**config.mk**
```make
export PLATFORM = sky130hd
export DESIGN_NAME = ldw_pipe_ctrl
export DESIGN_NICKNAME = d
export VERILOG_FILES = /design/src/rtl/ldw_pipe_ctrl_pkg.sv /design/src/rtl/ldw_lat_cnt.sv /design/src/rtl/ldw_pipe_ctrl.sv
export SDC_FILE = /design/constraint.sdc
export NUM_CORES = 1
export LEC_CHECK = 0
export CELL_PAD_IN_SITES_DETAIL_PLACEMENT = 0
export CELL_PAD_IN_SITES_GLOBAL_PLACEMENT = 1
export CORE_ASPECT_RATIO = 0.75
export CORE_MARGIN = 2
export CORE_UTILIZATION = 32
export DETAILED_ROUTE_END_ITERATION = 6
export PLACE_DENSITY = 0.76
export SYNTH_ARGS = -nofsm -noshare
export SYNTH_HDL_FRONTEND = slang
export SYNTH_SLANG_ARGS = --single-unit
```
**constraint.sdc**
```tcl
create_clock -name clk -period 2.1 [get_ports clk]
set_input_delay 0.315 -clock clk [delete_from_list [all_inputs] [get_ports clk]]
set_output_delay 0.315 -clock clk [all_outputs]
set_load 0.05 [all_outputs]
```
**src/rtl/ldw_pipe_ctrl_pkg.sv**
```systemverilog
// Shared encodings for the pipeline sequencer: FSM states and PC-source selects.
package ldw_pipe_ctrl_pkg;

  typedef enum logic [1:0] {
    IDLE    = 2'b00,
    MD_RUN  = 2'b01,
    MD_DONE = 2'b10
  } ldw_state_e;

  localparam logic [1:0] PCSRC_SEQ    = 2'b00;
  localparam logic [1:0] PCSRC_BRANCH = 2'b01;
  localparam logic [1:0] PCSRC_JUMP   = 2'b10;
  localparam logic [1:0] PCSRC_JREG   = 2'b11;

endpackage

```
**src/rtl/ldw_lat_cnt.sv**
```systemverilog
// Loadable down-counter with enable and zero flag; times MDU operations.
module ldw_lat_cnt #(
  parameter int W = 6
) (
  input  logic         clk,
  input  logic         rst,
  input  logic         load,
  input  logic [W-1:0] load_val,
  input  logic         en,
  output logic [W-1:0] cnt,
  output logic         zero
);

  logic [W-1:0] cnt_reg;

  always_ff @(posedge clk) begin
    if (rst) begin
      cnt_reg <= '0;
    end else if (load) begin
      cnt_reg <= load_val;
    end else if (en) begin
      cnt_reg <= cnt_reg - 1'b1;
    end
  end

  assign cnt  = cnt_reg;
  assign zero = (cnt_reg == '0);

endmodule

```
**src/rtl/ldw_pipe_ctrl.sv**
```systemverilog
// Pipeline sequencer: merges load-use, memory-freeze and MDU stalls into
// per-stage write enables, bubble/flush controls and the MDU handshake.
module ldw_pipe_ctrl
  import ldw_pipe_ctrl_pkg::*;
#(
  parameter int MUL_LAT    = 4,
  parameter int DIV_LAT    = 32,
  parameter int CNT_W      = 6,
  parameter int DELAY_SLOT = 1
) (
  input  logic        clk,
  input  logic        rst,
  input  logic        id_nostall,
  input  logic        id_md_op,
  input  logic        id_md_div,
  input  logic [1:0]  id_pcsource,
  input  logic        mem_req,
  input  logic        mem_ready,
  output logic        md_start,
  output logic        md_div,
  output logic        md_busy,
  output logic        md_done,
  output logic        pc_we,
  output logic        ifid_we,
  output logic        ifid_flush,
  output logic        idex_we,
  output logic        idex_bubble,
  output logic        exmem_we,
  output logic        memwb_we,
  output logic [31:0] stall_cnt
);

  // Counter runs LAT-2 .. 0 so the start cycle plus MD_RUN cycles equal LAT.
  localparam logic [CNT_W-1:0] MUL_LOAD = CNT_W'(MUL_LAT - 2);
  localparam logic [CNT_W-1:0] DIV_LOAD = CNT_W'(DIV_LAT - 2);

  ldw_state_e       state_reg;
  logic [31:0]      stall_cnt_reg;
  logic [CNT_W-1:0] cnt;
  logic             cnt_zero;
  logic             memfreeze;
  logic             start_go;
  logic             cnt_en;

  assign memfreeze = mem_req & ~mem_ready;
  assign start_go  = ~rst & ~memfreeze & (state_reg == IDLE) & id_nostall & id_md_op;
  assign cnt_en    = ~rst & ~memfreeze & (state_reg == MD_RUN) & ~cnt_zero;

  ldw_lat_cnt #(
    .W(CNT_W)
  ) u_lat_cnt (
    .clk      (clk),
    .rst      (rst),
    .load     (start_go),
    .load_val (id_md_div ? DIV_LOAD : MUL_LOAD),
    .en       (cnt_en),
    .cnt      (cnt),
    .zero     (cnt_zero)
  );

  always_ff @(posedge clk) begin
    if (rst) begin
      state_reg <= IDLE;
    end else if (!memfreeze) begin
      case (state_reg)
        IDLE:    if (start_go) state_reg <= MD_RUN;
        MD_RUN:  if (cnt_zero) state_reg <= MD_DONE;
        MD_DONE: state_reg <= IDLE;
        default: state_reg <= IDLE;
      endcase
    end
  end

  always_comb begin
    pc_we       = 1'b1;
    ifid_we     = 1'b1;
    idex_we     = 1'b1;
    idex_bubble = 1'b0;
    exmem_we    = 1'b1;
    memwb_we    = 1'b1;
    if (rst) begin
      pc_we       = 1'b0;
      ifid_we     = 1'b0;
      idex_we     = 1'b0;
      idex_bubble = 1'b1;
      exmem_we    = 1'b0;
      memwb_we    = 1'b0;
    end else if (memfreeze) begin
      pc_we    = 1'b0;
      ifid_we  = 1'b0;
      idex_we  = 1'b0;
      exmem_we = 1'b0;
      memwb_we = 1'b0;
    end else begin
      case (state_reg)
        IDLE: begin
          // Load-use hazard and MDU launch both hold the front end and bubble ID/EX.
          if (!id_nostall || id_md_op) begin
            pc_we       = 1'b0;
            ifid_we     = 1'b0;
            idex_bubble = 1'b1;
          end
        end
        MD_RUN: begin
          pc_we       = 1'b0;
          ifid_we     = 1'b0;
          idex_bubble = 1'b1;
        end
        default: ;
      endcase
    end
  end

  assign ifid_flush = rst | ((DELAY_SLOT == 0) && (id_pcsource != PCSRC_SEQ) && pc_we);

  assign md_start = start_go;
  assign md_div   = start_go & id_md_div;
  assign md_busy  = ~rst & (state_reg == MD_RUN);
  // A freeze in MD_DONE defers the completion pulse to the cycle the pipe advances.
  assign md_done  = ~rst & ~memfreeze & (state_reg == MD_DONE);

  always_ff @(posedge clk) begin
    if (rst) begin
      stall_cnt_reg <= '0;
    end else if (!pc_we && (stall_cnt_reg != 32'hFFFF_FFFF)) begin
      stall_cnt_reg <= stall_cnt_reg + 32'd1;
    end
  end

  assign stall_cnt = stall_cnt_reg;

endmodule

```
# --- Word level (Yosys, flattened, before mapping) ---
# Cells that the tools add are included.
word_totals:
  in_bits: 9
  output_inout_bits: 43
  register_bits: 40
classes:
  bitwise_logic: 14
  n_mux: 16
  reduce_logical: 8
  add_sub_neg: 2
  n_eq_ne: 5
ops:
  columns: ["op", "n"]
  rows:
  - ["adder 32 x 1 -> 32 bit (second input constant)", 1]
  - ["inequality test 32 bit (second input constant)", 1]
  - ["2-to-1 mux 6 bit", 2]
  - ["bitwise AND 1 bit", 10]
  - ["2-to-1 mux 1 bit", 8]
  - ["logical NOT 6 bit", 1]
  - ["subtractor 6 x 1 -> 6 bit (second input constant)", 1]
  - ["2-to-1 mux 5 bit", 1]
  - ["2-to-1 mux 2 bit", 2]
  - ["inequality test 2 bit (second input constant)", 2]
  - ["NOT 1 bit", 4]
  - ["case mux 1 bit (2 select lines)", 2]
  - ["case mux 2 bit (2 select lines)", 1]
  - ["AND reduction 3 bit", 1]
  - ["== test 2 x 1 -> 1 bit (second input constant)", 1]
  - ["== test 2 bit (second input constant)", 1]
  - ["logical NOT 1 bit", 2]
  - ["logical NOT 2 bit", 1]
  - ["nonzero test 2 bit", 1]
  - ["logical AND 1 bit", 1]
  - ["logical OR 1 bit", 1]

# --- Logic depth before layout (Yosys ltp) ---
depth:
  depth_word: 9
  depth_mapped: 8
  ltp_nobuf: 7

# --- By module ---
# From an unflattened synthesis, not the netlist that was laid out.
unflattened:
  hier_cells: 250
  hier_area_um2: 2128.3
modules_own_cells:
  columns: ["mod", "area_each_um2", "seq_area_each_um2", "cells_per_inst", "instances"]
  rows:
  - ["ldw_pipe_ctrl", 1785.5, 680.7, 212, 1]
  - ["ldw_lat_cnt", 342.8, 120.1, 38, 1]

# --- Worst setup path before layout ---
# No wires, ideal clock.
synth_timing:
  kind: "register to register"
  from: "register state_reg[0]"
  to: "register stall_cnt_reg[1], in the netlist stall_cnt[1]"
  setup_slack_ps: -466
  path_stages_with_launch: 8
  synth_period_minus_slack_ps: 2566
  arrival_ps: 2438
  setup_ps: 128
  cell_sequence: "dfxtp_1 > or3b_2 > a211oi_2 > a21o_1 > buf_2 > buf_4 > mux2i_1 > nor2_1"
synth_via:
  elab_chain_len: 6
synth_lines:
  columns: ["element", "line_no", "source"]
  rows:
  - ["from (decl)", "ldw_pipe_ctrl.sv:37", "ldw_state_e state_reg;"]
  - ["from (signal assigned)", "ldw_pipe_ctrl.sv:63", "state_reg <= IDLE;"]
  - ["from (signal assigned)", "ldw_pipe_ctrl.sv:66", "IDLE: if (start_go) state_reg <= MD_RUN;"]
  - ["from (signal assigned)", "ldw_pipe_ctrl.sv:67", "MD_RUN: if (cnt_zero) state_reg <= MD_DONE;"]
  - ["== test 2 x 1 -> 1 bit or logical NOT 2 bit (tied branches)", null, null]
  - ["case mux 1 bit (2 select lines) (*)", null, null]
  - ["2-to-1 mux 1 bit (*) (2 in series)", null, null]
  - ["named net ifid_we", "ldw_pipe_ctrl.sv:24", "output logic ifid_we,"]
  - ["logical NOT 1 bit (*)", "ldw_pipe_ctrl.sv:125", "end else if (!pc_we && (stall_cnt_reg != 32'hFFFF_FFFF)) begin"]
  - ["logical AND 1 bit (*)", "ldw_pipe_ctrl.sv:125", null]
  - ["to (signal assigned)", "ldw_pipe_ctrl.sv:126", "stall_cnt_reg <= stall_cnt_reg + 32'd1;"]
  - ["to (decl)", "ldw_pipe_ctrl.sv:38", "logic [31:0] stall_cnt_reg;"]
# The timed path passes the listed nets; every way through them passes the cells marked *.
# A chain may end at the register's enable or synchronous reset.

# --- Worst setup path after layout ---
layout_timing:
  from: "register stall_cnt_reg[5], in the netlist stall_cnt[5]"
  to: "register stall_cnt_reg[29], in the netlist stall_cnt[29]"
layout_via:
  elab_chain_len: 2
layout_lines:
  columns: ["element"]
  rows:
  - ["parallel branches: the longest is 2 deep, another holds adder 32 x 1 -> 32 bit"]
# Several ways; the timed one is not identified.

==> flow_metrics.tcl <==
set metrics [dict create \
    path_buf_inv 1 \
    synth_edf_count 0 \
    fin_nets 355 \
    synthToLayoutAreaGrowth_pct 64.7 \
    antenna_found_initial 0 \
    syn-num-nets 266 \
    postRouteAntennaNets 0 \
    max-vdd-ir-drop_mv 0.332 \
    die_w_um 96.4 \
    vias_per_cell 5.15 \
    worstSetupPathType "flop to flop" \
    post_synth.cell_area_avg_um2 8.06 \
    clock.fmax_ghz 0.479 \
    drt_wl_total_mm 5.69 \
    core-area_um2 6260 \
    initial_utilization 0.327 \
    grt_pass1_wl_mm 9.30 \
    ys_dominant_reg_cell "dfxtp_1" \
    pin_count 52 \
    seq_area_frac_synth 0.391 \
    holdWs_ns 0.475 \
    numCtsBuffers 5 \
    cpPeakStageDelay_ns 0.51 \
    hp-class "flop to flop" \
    nFillCells 608 \
    drtIter0Drc 81 \
    first_pass_iters 4 \
    rsz0062_at_grt "true" \
    routed-wl-met3_um 287 \
    ys_seq_elements 40 \
    drc 0 \
    drive_gt1_frac 0.337 \
    hold_viol_final 0 \
    total_power_mw 1.62 \
    startpoint_type "flop" \
    endpoint_kind "flop" \
    dp.cells 404 \
    report.final.slew_viol_count 0 \
    yosysMostFrequentCell "dfxtp_1" \
    yosysTopAreaCell "dfxtp_1" \
    ys_warn_count 0 \
    clk_path_buf_depth 2 \
    cp.arrival_ns 2.33 \
    met2WireLength_mm 2.46 \
    post-dp-hpwl_mm 4.00 \
    min_period_ns 2.09 \
    tightest_slew_ns 0.518 \
    power_density_nw_per_um2 479 \
    largest_reg_flops 32 \
    stdcell_count 425 \
    clock_skew_ns 0.00704 \
    detail_route.wl_per_cell_um 13.4 \
    slew_headroom 0.651 \
    cpMaxStageDelayCell "a2111o_2" \
    grt_max_degree 24 \
    min_period_over_period 0.994 \
    overflow 0 \
    clock-sinks 40 \
    critPathMaxFanout 6 \
    clkLatencyLatePin_ns 0.29 \
    syn-cell-area_um2 2050 \
    synth_common_cells "dfxtp_1, a21oi_1, or3_1, o21ai_0, nor2_1" \
    io_buffers 49 \
    synth_top_area_frac 0.391 \
    p_leak_nw 1.18 \
    required_ns 2.34 \
    maxCapViolCount 0 \
    critPathTopFamily "simple AND/OR/NAND/NOR gates" \
    htree_levels 2 \
    async_reset_ff_frac 0 \
    setup_viol 0 \
    synth_cells 254 \
    first_global_vias 2021 \
    die_h_um 73.3 \
    die_area_um2 7060 \
    grt_util_all_layers 0.169 \
    cts_tree "done" \
    yosysUniqueCellTypes 39 \
    path_cells "nand4_4, or3_4, a2111o_2, buf_4, or3_1, a21oi_2" \
    ys_top_cells_by_area "dfxtp_1, a21oi_1, or3_1, o21ai_0, nor2_1" \
    via_count 2190 \
    wl_met1_mm 2.94 \
    clkTransAtPathRegs_ns 0.08 \
    gp_congestion 0.768 \
    top_layer_used "met4" \
    cts-root-buf "clkbuf_8" \
    rows 25 \
    antenna-diode-count 0 \
    status "finished, final reports clean" \
]
## per-layer routing
metal | GRT usage | vias to the layer above
li1 | - | 1124
met3 | 0.0554 | 2
met1 | 0.241 | 1015
met5 | 0 | -
met2 | 0.250 | 49
met4 | 0.0344 | 0
## final cells by class
| class | count | area, µm² | share of cell area |
|---|---|---|---|
| multi-input cells | 192 | 1290 | 0.383 |
| repair buffers | 96 | 980 | 0.291 |
| flip-flops and latches | 40 | 870 | 0.258 |
| well taps | 81 | 101 | 0.0301 |
| clock buffers | 8 | 100 | 0.0297 |
| inverters | 8 | 30.0 | 0.00891 |
## per-stage QoR
stage / utilization / setup WS, ns / TNS (ns) / area, µm²
after floorplan: - / -0.0235 / -0.0399 / 2190
after global placement: 0.489 / -0.222 / -3.69 / 3060
after detailed placement: 0.489 / -0.248 / -4.46 / 3060
after CTS: 0.514 / -0.00141 / -0.00141 / 3220
after global routing: 0.539 / -0.0760 / -0.256 / 3370
final: 0.539 / 0.0132 / 0 / 3370
## worst paths after layout
path	start	end	slack, ns	depth (start not counted)
hold / removal	state_reg[1]$_SDFFE_PP0P_	state_reg[1]$_SDFFE_PP0P_	0.47	2
setup reg to reg	stall_cnt[5]$_SDFFE_PP0P_	stall_cnt[29]$_SDFFE_PP0P_	0.01	6
hold reg to reg	state_reg[1]$_SDFFE_PP0P_	state_reg[1]$_SDFFE_PP0P_	0.47	2
setup / recovery	stall_cnt[5]$_SDFFE_PP0P_	stall_cnt[29]$_SDFFE_PP0P_	0.01	6
## what timing repair did
| action | in CTS | in global routing |
|---|---|---|
| endpoints found under the setup margin | 12 | 18 |
| hold buffers | 0 | 0 |
| pin swaps | 5 | 10 |
| gates resized for setup | 8 | 22 |
| buffers inserted | 5 | 8 |
| gates cloned | 0 | 1 |
## placed cells by master (no fill, tap or decap), types with 4 or more instances in the layout
master	instances
xnor2_1	5
nand4_1	10
or4_1	7
buf_12	11
or3_1	18
buf_6	4
nand2_1	16
dfxtp_4	16
buf_4	42
dfxtp_1	17
nor2_1	18
nand3_1	11
clkdlybuf4s50_1	35
a21oi_1	26
nor4_2	4
a21oi_2	4
dfxtp_2	7
clkbuf_8	7
inv_1	8
o21ai_0	20
o31ai_1	7
## report_power, final
part           leakage, nW  internal (mW)  total (mW)  switching [mW]
clock network       0.0515          0.300       0.572           0.271
registers            0.339          0.756       0.773          0.0168
logic                0.786          0.123       0.270           0.147
## worst register-to-register path: stages (launching register included)
cell and delay, ns:
dfxtp_4 0.37, nand4_4 0.10, or3_4 0.40, a2111o_2 0.51
buf_4 0.17, or3_1 0.36, a21oi_2 0.13
## cells by family after synthesis
kind of cell	count (synthesis)	share of synthesized area
compound gates	70	0.203
xor+xnor	7	0.0300
fa+ha+maj	3	0.0183
buf+inv	23	0.0532
flops	40	0.391
mux	2	0.0104
simple gates	109	0.294
No activity file was read; power rests on OpenSTA's default activity.
